### src/rtl/fb_pkg.sv
// Shared constants, FSM encoding and write-buffer payload for frame_buf_arbiter.
package fb_pkg;

    localparam int unsigned H_ACTIVE    = 640;
    localparam int unsigned V_ACTIVE    = 480;
    localparam int unsigned PIX_COUNT   = H_ACTIVE * V_ACTIVE;
    localparam int unsigned ADDR_W      = 19;
    localparam int unsigned RGB_W       = 12;
    localparam int unsigned FIFO_DEPTH  = 4;
    localparam int unsigned MEM_ADDR_W  = ADDR_W + 1;
    localparam int unsigned FRAME_CNT_W = 8;

    typedef enum logic {
        RUN       = 1'b0,
        SWAP_PEND = 1'b1
    } fb_state_e;

    typedef struct packed {
        logic [ADDR_W-1:0] addr;
        logic [RGB_W-1:0]  data;
    } wr_entry_t;

    // True when a pixel address lies inside the visible 640x480 frame.
    function automatic logic in_frame(input logic [ADDR_W-1:0] a);
        return a < ADDR_W'(PIX_COUNT);
    endfunction

endpackage

### src/rtl/frame_buf_arbiter_if.sv
// Bus bundle around frame_buf_arbiter: vga_driver read port, camera write
// port, frame/vsync control, single-port RAM port and bank status.
// slave  : the arbiter side.
// master : the environment (camera, vga_driver, RAM).
interface frame_buf_arbiter_if;
    import fb_pkg::*;

    logic                   rd_req;
    logic [ADDR_W-1:0]      rd_addr;
    logic [RGB_W-1:0]       rd_data;
    logic                   vga_vs;
    logic                   wr_valid;
    logic [ADDR_W-1:0]      wr_addr;
    logic [RGB_W-1:0]       wr_data;
    logic                   wr_ready;
    logic                   frame_done;
    logic                   mem_en;
    logic                   mem_we;
    logic [MEM_ADDR_W-1:0]  mem_addr;
    logic [RGB_W-1:0]       mem_wdata;
    logic [RGB_W-1:0]       mem_rdata;
    logic                   wr_bank;
    logic                   swap_pulse;
    logic [FRAME_CNT_W-1:0] frame_cnt;

    modport slave (
        input  rd_req, rd_addr, vga_vs, wr_valid, wr_addr, wr_data,
               frame_done, mem_rdata,
        output rd_data, wr_ready, mem_en, mem_we, mem_addr, mem_wdata,
               wr_bank, swap_pulse, frame_cnt
    );

    modport master (
        output rd_req, rd_addr, vga_vs, wr_valid, wr_addr, wr_data,
               frame_done, mem_rdata,
        input  rd_data, wr_ready, mem_en, mem_we, mem_addr, mem_wdata,
               wr_bank, swap_pulse, frame_cnt
    );

endinterface

### src/rtl/fb_wr_fifo.sv
// Camera write buffer: synchronous FIFO of {addr, data} entries.
// Ports: clk, rst_n (async active-low), push/push_data, pop,
//        full_c/empty_c/head_c (combinational views of registered state).
module fb_wr_fifo
    import fb_pkg::*;
#(
    parameter int unsigned DEPTH = FIFO_DEPTH
) (
    input  logic      clk,
    input  logic      rst_n,
    input  logic      push,
    input  wr_entry_t push_data,
    input  logic      pop,
    output logic      full_c,
    output logic      empty_c,
    output wr_entry_t head_c
);

    localparam int unsigned PTR_W = $clog2(DEPTH);

    // Pointers carry one extra wrap bit to tell full from empty.
    logic [PTR_W:0] wr_ptr_q;
    logic [PTR_W:0] rd_ptr_q;
    wr_entry_t      mem_q [DEPTH];

    logic do_push;
    logic do_pop;

    assign empty_c = (wr_ptr_q == rd_ptr_q);
    assign full_c  = (wr_ptr_q[PTR_W] != rd_ptr_q[PTR_W]) &&
                     (wr_ptr_q[PTR_W-1:0] == rd_ptr_q[PTR_W-1:0]);
    assign head_c  = mem_q[rd_ptr_q[PTR_W-1:0]];
    assign do_push = push && !full_c;
    assign do_pop  = pop && !empty_c;

    // Pointer update.
    always_ff @(posedge clk or negedge rst_n) begin
        if (!rst_n) begin
            wr_ptr_q <= '0;
            rd_ptr_q <= '0;
        end else begin
            if (do_push) wr_ptr_q <= wr_ptr_q + (PTR_W+1)'(1);
            if (do_pop)  rd_ptr_q <= rd_ptr_q + (PTR_W+1)'(1);
        end
    end

    // Entry storage; contents are don't-care while empty, so no reset.
    always_ff @(posedge clk) begin
        if (do_push) mem_q[wr_ptr_q[PTR_W-1:0]] <= push_data;
    end

endmodule

### src/rtl/frame_buf_arbiter.sv
// Ping-pong frame-buffer arbiter: shares one single-port RAM between the
// camera writer (buffered through fb_wr_fifo) and the vga_driver reader.
// Reads always win the RAM port; buffered writes drain in read-free cycles.
// Banks swap on a vga_vs falling edge once a camera frame is complete and
// the write buffer has drained.
// Ports: vga_clk, sys_rst_n (async active-low), bus (frame_buf_arbiter_if.slave).
module frame_buf_arbiter
    import fb_pkg::*;
(
    input  logic                vga_clk,
    input  logic                sys_rst_n,
    frame_buf_arbiter_if.slave  bus
);

    fb_state_e              state_q;
    fb_state_e              state_d;
    logic                   swap_d;
    logic                   vs_q;
    logic                   vs_fall_c;
    logic                   wr_bank_q;
    logic                   swap_pulse_q;
    logic [FRAME_CNT_W-1:0] frame_cnt_q;
    logic                   rd_pend_q;
    logic                   rd_ok_q;
    logic [RGB_W-1:0]       rd_hold_q;
    logic [RGB_W-1:0]       rd_data_c;
    logic                   wr_ready_c;
    logic                   push_c;
    logic                   pop_c;
    logic                   fifo_full_c;
    logic                   fifo_empty_c;
    wr_entry_t              push_entry_c;
    wr_entry_t              head_c;

    assign wr_ready_c   = !fifo_full_c && (state_q == RUN);
    // Out-of-frame writes are acknowledged but never reach the RAM.
    assign push_c       = bus.wr_valid && wr_ready_c && in_frame(bus.wr_addr);
    assign pop_c        = !bus.rd_req && !fifo_empty_c;
    assign push_entry_c = '{addr: bus.wr_addr, data: bus.wr_data};
    assign vs_fall_c    = vs_q && !bus.vga_vs;

    fb_wr_fifo #(.DEPTH(FIFO_DEPTH)) u_wr_fifo (
        .clk       (vga_clk),
        .rst_n     (sys_rst_n),
        .push      (push_c),
        .push_data (push_entry_c),
        .pop       (pop_c),
        .full_c    (fifo_full_c),
        .empty_c   (fifo_empty_c),
        .head_c    (head_c)
    );

    // RAM port mux: read has priority, else drain one buffered write.
    always_comb begin
        bus.mem_en    = 1'b0;
        bus.mem_we    = 1'b0;
        bus.mem_addr  = '0;
        bus.mem_wdata = '0;
        if (bus.rd_req) begin
            bus.mem_en   = 1'b1;
            bus.mem_addr = {~wr_bank_q, bus.rd_addr};
        end else if (!fifo_empty_c) begin
            bus.mem_en    = 1'b1;
            bus.mem_we    = 1'b1;
            bus.mem_addr  = {wr_bank_q, head_c.addr};
            bus.mem_wdata = head_c.data;
        end
    end

    // Next-state logic for the bank-swap FSM.
    always_comb begin
        state_d = state_q;
        swap_d  = 1'b0;
        case (state_q)
            RUN: begin
                if (bus.frame_done) state_d = SWAP_PEND;
            end
            SWAP_PEND: begin
                if (vs_fall_c && fifo_empty_c) begin
                    state_d = RUN;
                    swap_d  = 1'b1;
                end
            end
            default: state_d = RUN;
        endcase
    end

    // State, bank/swap status and read-return bookkeeping.
    always_ff @(posedge vga_clk or negedge sys_rst_n) begin
        if (!sys_rst_n) begin
            state_q      <= RUN;
            vs_q         <= 1'b1;
            wr_bank_q    <= 1'b0;
            swap_pulse_q <= 1'b0;
            frame_cnt_q  <= '0;
            rd_pend_q    <= 1'b0;
            rd_ok_q      <= 1'b0;
            rd_hold_q    <= '0;
        end else begin
            state_q      <= state_d;
            vs_q         <= bus.vga_vs;
            wr_bank_q    <= wr_bank_q ^ swap_d;
            swap_pulse_q <= swap_d;
            frame_cnt_q  <= frame_cnt_q + FRAME_CNT_W'(swap_d);
            rd_pend_q    <= bus.rd_req;
            rd_ok_q      <= in_frame(bus.rd_addr);
            rd_hold_q    <= rd_data_c;
        end
    end

    // The RAM's own output register provides the read-data flop; this mux
    // only zeroes out-of-frame reads and holds the last pixel between reads.
    assign rd_data_c = rd_pend_q ? (rd_ok_q ? bus.mem_rdata : '0) : rd_hold_q;

    assign bus.rd_data    = rd_data_c;
    assign bus.wr_ready   = wr_ready_c;
    assign bus.wr_bank    = wr_bank_q;
    assign bus.swap_pulse = swap_pulse_q;
    assign bus.frame_cnt  = frame_cnt_q;

endmodule

### src/flat_wrapper.sv
// flat-port wrapper written by rule: the top's interface ports become plain ports
module frame_buf_arbiter_flat import fb_pkg::*;
  (vga_clk, sys_rst_n, bus_rd_req, bus_rd_addr, bus_vga_vs, bus_wr_valid, bus_wr_addr, bus_wr_data, bus_frame_done, bus_mem_rdata, bus_rd_data, bus_wr_ready, bus_mem_en, bus_mem_we, bus_mem_addr, bus_mem_wdata, bus_wr_bank, bus_swap_pulse, bus_frame_cnt);
  frame_buf_arbiter_if bus_i ();
  input  logic vga_clk;
  input  logic sys_rst_n;
  input wire logic [$bits(bus_i.rd_req)-1:0] bus_rd_req;
  input wire logic [$bits(bus_i.rd_addr)-1:0] bus_rd_addr;
  input wire logic [$bits(bus_i.vga_vs)-1:0] bus_vga_vs;
  input wire logic [$bits(bus_i.wr_valid)-1:0] bus_wr_valid;
  input wire logic [$bits(bus_i.wr_addr)-1:0] bus_wr_addr;
  input wire logic [$bits(bus_i.wr_data)-1:0] bus_wr_data;
  input wire logic [$bits(bus_i.frame_done)-1:0] bus_frame_done;
  input wire logic [$bits(bus_i.mem_rdata)-1:0] bus_mem_rdata;
  output wire logic [$bits(bus_i.rd_data)-1:0] bus_rd_data;
  output wire logic [$bits(bus_i.wr_ready)-1:0] bus_wr_ready;
  output wire logic [$bits(bus_i.mem_en)-1:0] bus_mem_en;
  output wire logic [$bits(bus_i.mem_we)-1:0] bus_mem_we;
  output wire logic [$bits(bus_i.mem_addr)-1:0] bus_mem_addr;
  output wire logic [$bits(bus_i.mem_wdata)-1:0] bus_mem_wdata;
  output wire logic [$bits(bus_i.wr_bank)-1:0] bus_wr_bank;
  output wire logic [$bits(bus_i.swap_pulse)-1:0] bus_swap_pulse;
  output wire logic [$bits(bus_i.frame_cnt)-1:0] bus_frame_cnt;
  assign bus_i.rd_req = bus_rd_req;
  assign bus_i.rd_addr = bus_rd_addr;
  assign bus_i.vga_vs = bus_vga_vs;
  assign bus_i.wr_valid = bus_wr_valid;
  assign bus_i.wr_addr = bus_wr_addr;
  assign bus_i.wr_data = bus_wr_data;
  assign bus_i.frame_done = bus_frame_done;
  assign bus_i.mem_rdata = bus_mem_rdata;
  assign bus_rd_data = bus_i.rd_data;
  assign bus_wr_ready = bus_i.wr_ready;
  assign bus_mem_en = bus_i.mem_en;
  assign bus_mem_we = bus_i.mem_we;
  assign bus_mem_addr = bus_i.mem_addr;
  assign bus_mem_wdata = bus_i.mem_wdata;
  assign bus_wr_bank = bus_i.wr_bank;
  assign bus_swap_pulse = bus_i.swap_pulse;
  assign bus_frame_cnt = bus_i.frame_cnt;
  frame_buf_arbiter u_core (.vga_clk(vga_clk), .sys_rst_n(sys_rst_n), .bus(bus_i));
endmodule
### config.mk
export PLATFORM = sky130hd
export DESIGN_NAME = frame_buf_arbiter_flat
export DESIGN_NICKNAME = d
export VERILOG_FILES = /design/src/rtl/fb_pkg.sv /design/src/rtl/frame_buf_arbiter_if.sv /design/src/rtl/fb_wr_fifo.sv /design/src/rtl/frame_buf_arbiter.sv /design/src/flat_wrapper.sv
export SDC_FILE = /design/constraint.sdc
export NUM_CORES = 1
export LEC_CHECK = 0
export BUFFER_PORTS_ARGS = -buffer_cell sky130_fd_sc_hd__buf_4
export CORE_ASPECT_RATIO = 0.8
export CORE_UTILIZATION = 30
export CTS_CLUSTER_DIAMETER = 40
export DETAILED_ROUTE_END_ITERATION = 8
export PLACE_DENSITY = 0.53
export SYNTH_ARGS = -nofsm -noshare
export SYNTH_HDL_FRONTEND = slang
export SYNTH_SLANG_ARGS = --single-unit
### constraint.sdc
create_clock -name vga_clk -period 7.3 [get_ports vga_clk]
set_input_delay 0.365 -clock vga_clk [delete_from_list [all_inputs] [get_ports vga_clk]]
set_output_delay 0.365 -clock vga_clk [all_outputs]
set_load 0.02 [all_outputs]
==> flow_summary_export.csv <==
group,metric,value,unit
detailed_routing,detailedRoute.firstIterationViolations,162,
cts,cts.path.max_buffers,2,
global_routing,wire_length_of_the_first_global_routing_pass,20000,um
global_routing,antenna_found_initial,0,
sta,setup-violations-final,0,
synth,post_synth_mux_area_share,12.1,%
worst_hold_path,whs_path_depth,1,
worst_setup_path,arrival,2820,ps
global_routing,grt_use_total,12.7,%
layout,final_layout_size_suffix_gt1_share,37.4,%
global_routing,global_route.overflow_total,0,
worst_setup_path,worstPathCellList,"xnor2_1, and3_4, nor2_2, and2_1, buf_4",
sta,hold_violations,0,
cts,tritoncts_clock_tree,"built",
cts,clk_latency,420,ps
power,finalPower,2810,uW
synth,synthMostInstantiatedCell,"edfxtp_1",
synth,syn-cell-area,6370,sq um
synth,postSynthRegisterBits,156,
synth,sequential_to_total_area_share_from_yosys_stat,71.0,%
global_routing,grt_max_degree,44,
floorplan,design.core.area,20800,sq um
layout,antennaDiodeCount,0,
cts,cts-buffers-inserted,17,
worst_setup_path,ws_path_type,"register to output pin",
cts,clk_pin_slew_worst_paths,60,ps
power,vdd_ir_drop_max,0.000162,V
synth,main_combinational_cell_family_by_area_after_synthesis,"multiplexers",
sta,tightestPinTransition,1010,ps
synth,proportion_of_synthesized_flip_flops_having_asynchronous_set_or_reset,20.5,%
floorplan,initial_util,30.7,%
detailed_routing,route.detailed.wl_per_inst,16.9,um
cts,cts.repair.resized,0,
sta,fin_crit_sh,43.6,%
layout,fillCellCount,1907,
layout,layout.nets,569,
synth,synth_compound_area_share,2.91,%
synth,yosys.area.top_type,"edfxtp_1",
synth,parity_gate_share_of_the_synthesized_area_counting_xor_and_xnor_cells,1.92,%
floorplan,floorplan.rows,47,
worst_hold_path,timing.hold.worst.class,"input port to register",
layout,flow.area_growth_from_synthesis,27.9,%
synth,post_synth.cell_area_avg,17.4,sq um
worst_setup_path,worstPathRequired,6930,ps
run_status,outcome,"complete, no violations",
synth,synth_top_cell_area_share,58.5,%
worst_setup_path,r2r_cells,4,
placement,post-dp-hpwl,8340,um
synth,post_synth_fa_ha_maj_area_fraction,1.37,%
placement,placement.io_buffers,124,
synth,count_of_flip_flops_with_a_built_in_enable_after_synthesis,124,
sta,skew_final,6.81,ps
cts,clock-root-buffer,"clkbuf_16",
layout,layout.core_utilization,39.2,%
sta,fmaxAchievable,314,MHz
placement,finalWeightedCongestion,0.712,
detailed_routing,detail-route-antenna-nets,0,
floorplan,chip_height,132,um
worst_setup_path,start_kind,"register",
detailed_routing,drc,0,
synth,area_share_of_and_or_nand_nor_cells_after_synthesis,7.86,%
synth,synthCells,366,
cts,cts_num_sinks,156,
synth,synth.top_cells.by_area,"edfxtp_1 (58%), dfrtp_1 (12%), mux4_2 (7.4%)",
run,drv_cap,0,
sta,period_needed,3180,ps
synth,yosys-top-cells-count,"edfxtp_1 (124), nand2_1 (32), dfrtp_1 (31)",
global_routing,grt_pass1_vias,3560,
floorplan,die_outline_area,21800,sq um
cts,htreeDepth,4,
worst_setup_path,endpoint_kind,"output pin",
worst_setup_path,critical_path.slowest_cell,"dfrtp_2",
sta,maxSlewViolCount,0,
detailed_routing,detailedRoute.firstPassIterationCount,4,
worst_setup_path,worst_path_largest_cell_delay,930,ps
synth,postSynthNetCount,441,
worst_setup_path,worst_path_max_fanout,34,
sta,setup-tns-final,0,ps
synth,ys_types,36,
detailed_routing,total_detailed_routing_wirelength,13100,um
synth,yosys_most_used_dff,"edfxtp_1",
floorplan,io_pins,125,
sta,timing.slew.headroom,32.3,%
detailed_routing,vias,3463,
synth,yosys_warnings,0,
power,p_leak,0.00312,uW
power,power.density,345,nW/um^2
sta,setup_repair_after_global_routing_missed_its_margin,"false",
floorplan,die_width,165,um
detailed_routing,vias_per_instance,4.47,
worst max-delay path, delay by kind of cell (launching register included):
family	cells	cell delay, ps
buffers and inverters	1	160
XOR/XNOR	1	190
flip-flops	1	930
AND/OR/NAND/NOR	3	1110
cell usage in the layout (no fill, tap or decap), types with 2 or more instances in the layout:
cell | netlist | layout
and2_2 | 0 | 3
edfxtp_1 | 124 | 124
clkinv_4 | 0 | 2
mux2_2 | 2 | 2
inv_1 | 14 | 14
buf_4 | 4 | 126
nor2_1 | 3 | 3
o21ai_1 | 2 | 2
xnor2_1 | 8 | 8
clkinv_2 | 0 | 2
nand3_1 | 4 | 4
and2_1 | 16 | 13
nand2b_1 | 21 | 21
o21ai_0 | 30 | 30
dfrtp_2 | 0 | 2
ha_1 | 7 | 7
dfrtp_1 | 31 | 29
clkbuf_1 | 7 | 3
xor2_1 | 6 | 6
a21oi_1 | 2 | 2
clkbuf_16 | 0 | 17
nand2_1 | 32 | 32
bufinv_16 | 0 | 4
and3_1 | 2 | 2
mux4_1 | 10 | 10
mux4_2 | 21 | 21
worst paths after layout:
kind	startpoint	endpoint	slack (ps)
max	u_core.u_wr_fifo.rd_ptr_q[1]$_DFFE_PN0P_	bus_mem_wdata[6]	4120
min	bus_vga_vs	u_core.vs_q$_DFF_PN1_	70
max reg2reg	u_core.u_wr_fifo.rd_ptr_q[1]$_DFFE_PN0P_	u_core.u_wr_fifo.mem_q[3][8]$_DFFE_PP_	4240
min reg2reg	u_core.bus.frame_cnt[7]$_DFF_PN0_	u_core.bus.frame_cnt[7]$_DFF_PN0_	480
max in group asynchronous	sys_rst_n	u_core.vs_q$_DFF_PN1_	6550
min in group asynchronous	sys_rst_n	u_core.bus.frame_cnt[7]$_DFF_PN0_	420
through the flow:
stage          std cells  hold slack, ps  instance area [sq um]  setup slack (ps)
3_3_place_gp         743             322                   7530              4150
4_1_cts              775            54.8                   8150              3980
5_1_grt              775            49.7                   8150              3840
6_report             775            74.5                   8150              4120
2_1_floorplan        366            69.4                   6370              4860
3_5_place_dp         743             330                   7530              4120
repair_timing:
item | in CTS | in global routing
buffers inserted | 0 | 0
hold buffers | 1 | 0
endpoints found under the hold margin | 31 | 0
where the power goes:
group          internal, uW  total, uW  switching, uW  leakage, uW
clock                   570        906            336     0.000292
sequential             1010       1090           78.2      0.00152
combinational           402        812            410      0.00131
total                  1990       2810            824      0.00312
layout make-up:
cell class / count / area [sq um] / share of cell area, %
Sequential cell: 156 / 4530 / 55.6
Multi-Input combinational cell: 178 / 1670 / 20.5
Timing Repair Buffer: 127 / 956 / 11.7
Clock buffer: 20 / 437 / 5.36
Tap cell: 269 / 337 / 4.13
Clock inverter: 11 / 168 / 2.06
Inverter: 14 / 52.6 / 0.645
kinds of logic after synthesis:
group	after synthesis
simple gates	87
compound gates	36
mux	34
buf+inv	32
flops	156
fa+ha+maj	7
xor+xnor	14
metal layers:
metal	routed length [um]	global-route usage (%)	vias to the layer above
li1	-	-	1633
met1	6200	17.0	1722
met2	6020	19.4	97
met3	758	3.96	11
met4	146	4.28	0
met5	0	0	-
state kept, by name, summed over array words and instances (netlist names):
register	count
u_core.state_q	1
u_core.bus.frame_cnt	8
u_core.u_wr_fifo.wr_ptr_q	3
u_core.u_wr_fifo.rd_ptr_q	3
u_core.rd_ok_q	1
u_core.bus.wr_bank	1
u_core.rd_pend_q	1
u_core.vs_q	1
u_core.rd_hold_q	12
u_core.u_wr_fifo.mem_q	124
u_core.bus.swap_pulse	1
Power figures use the tool's default switching activity.
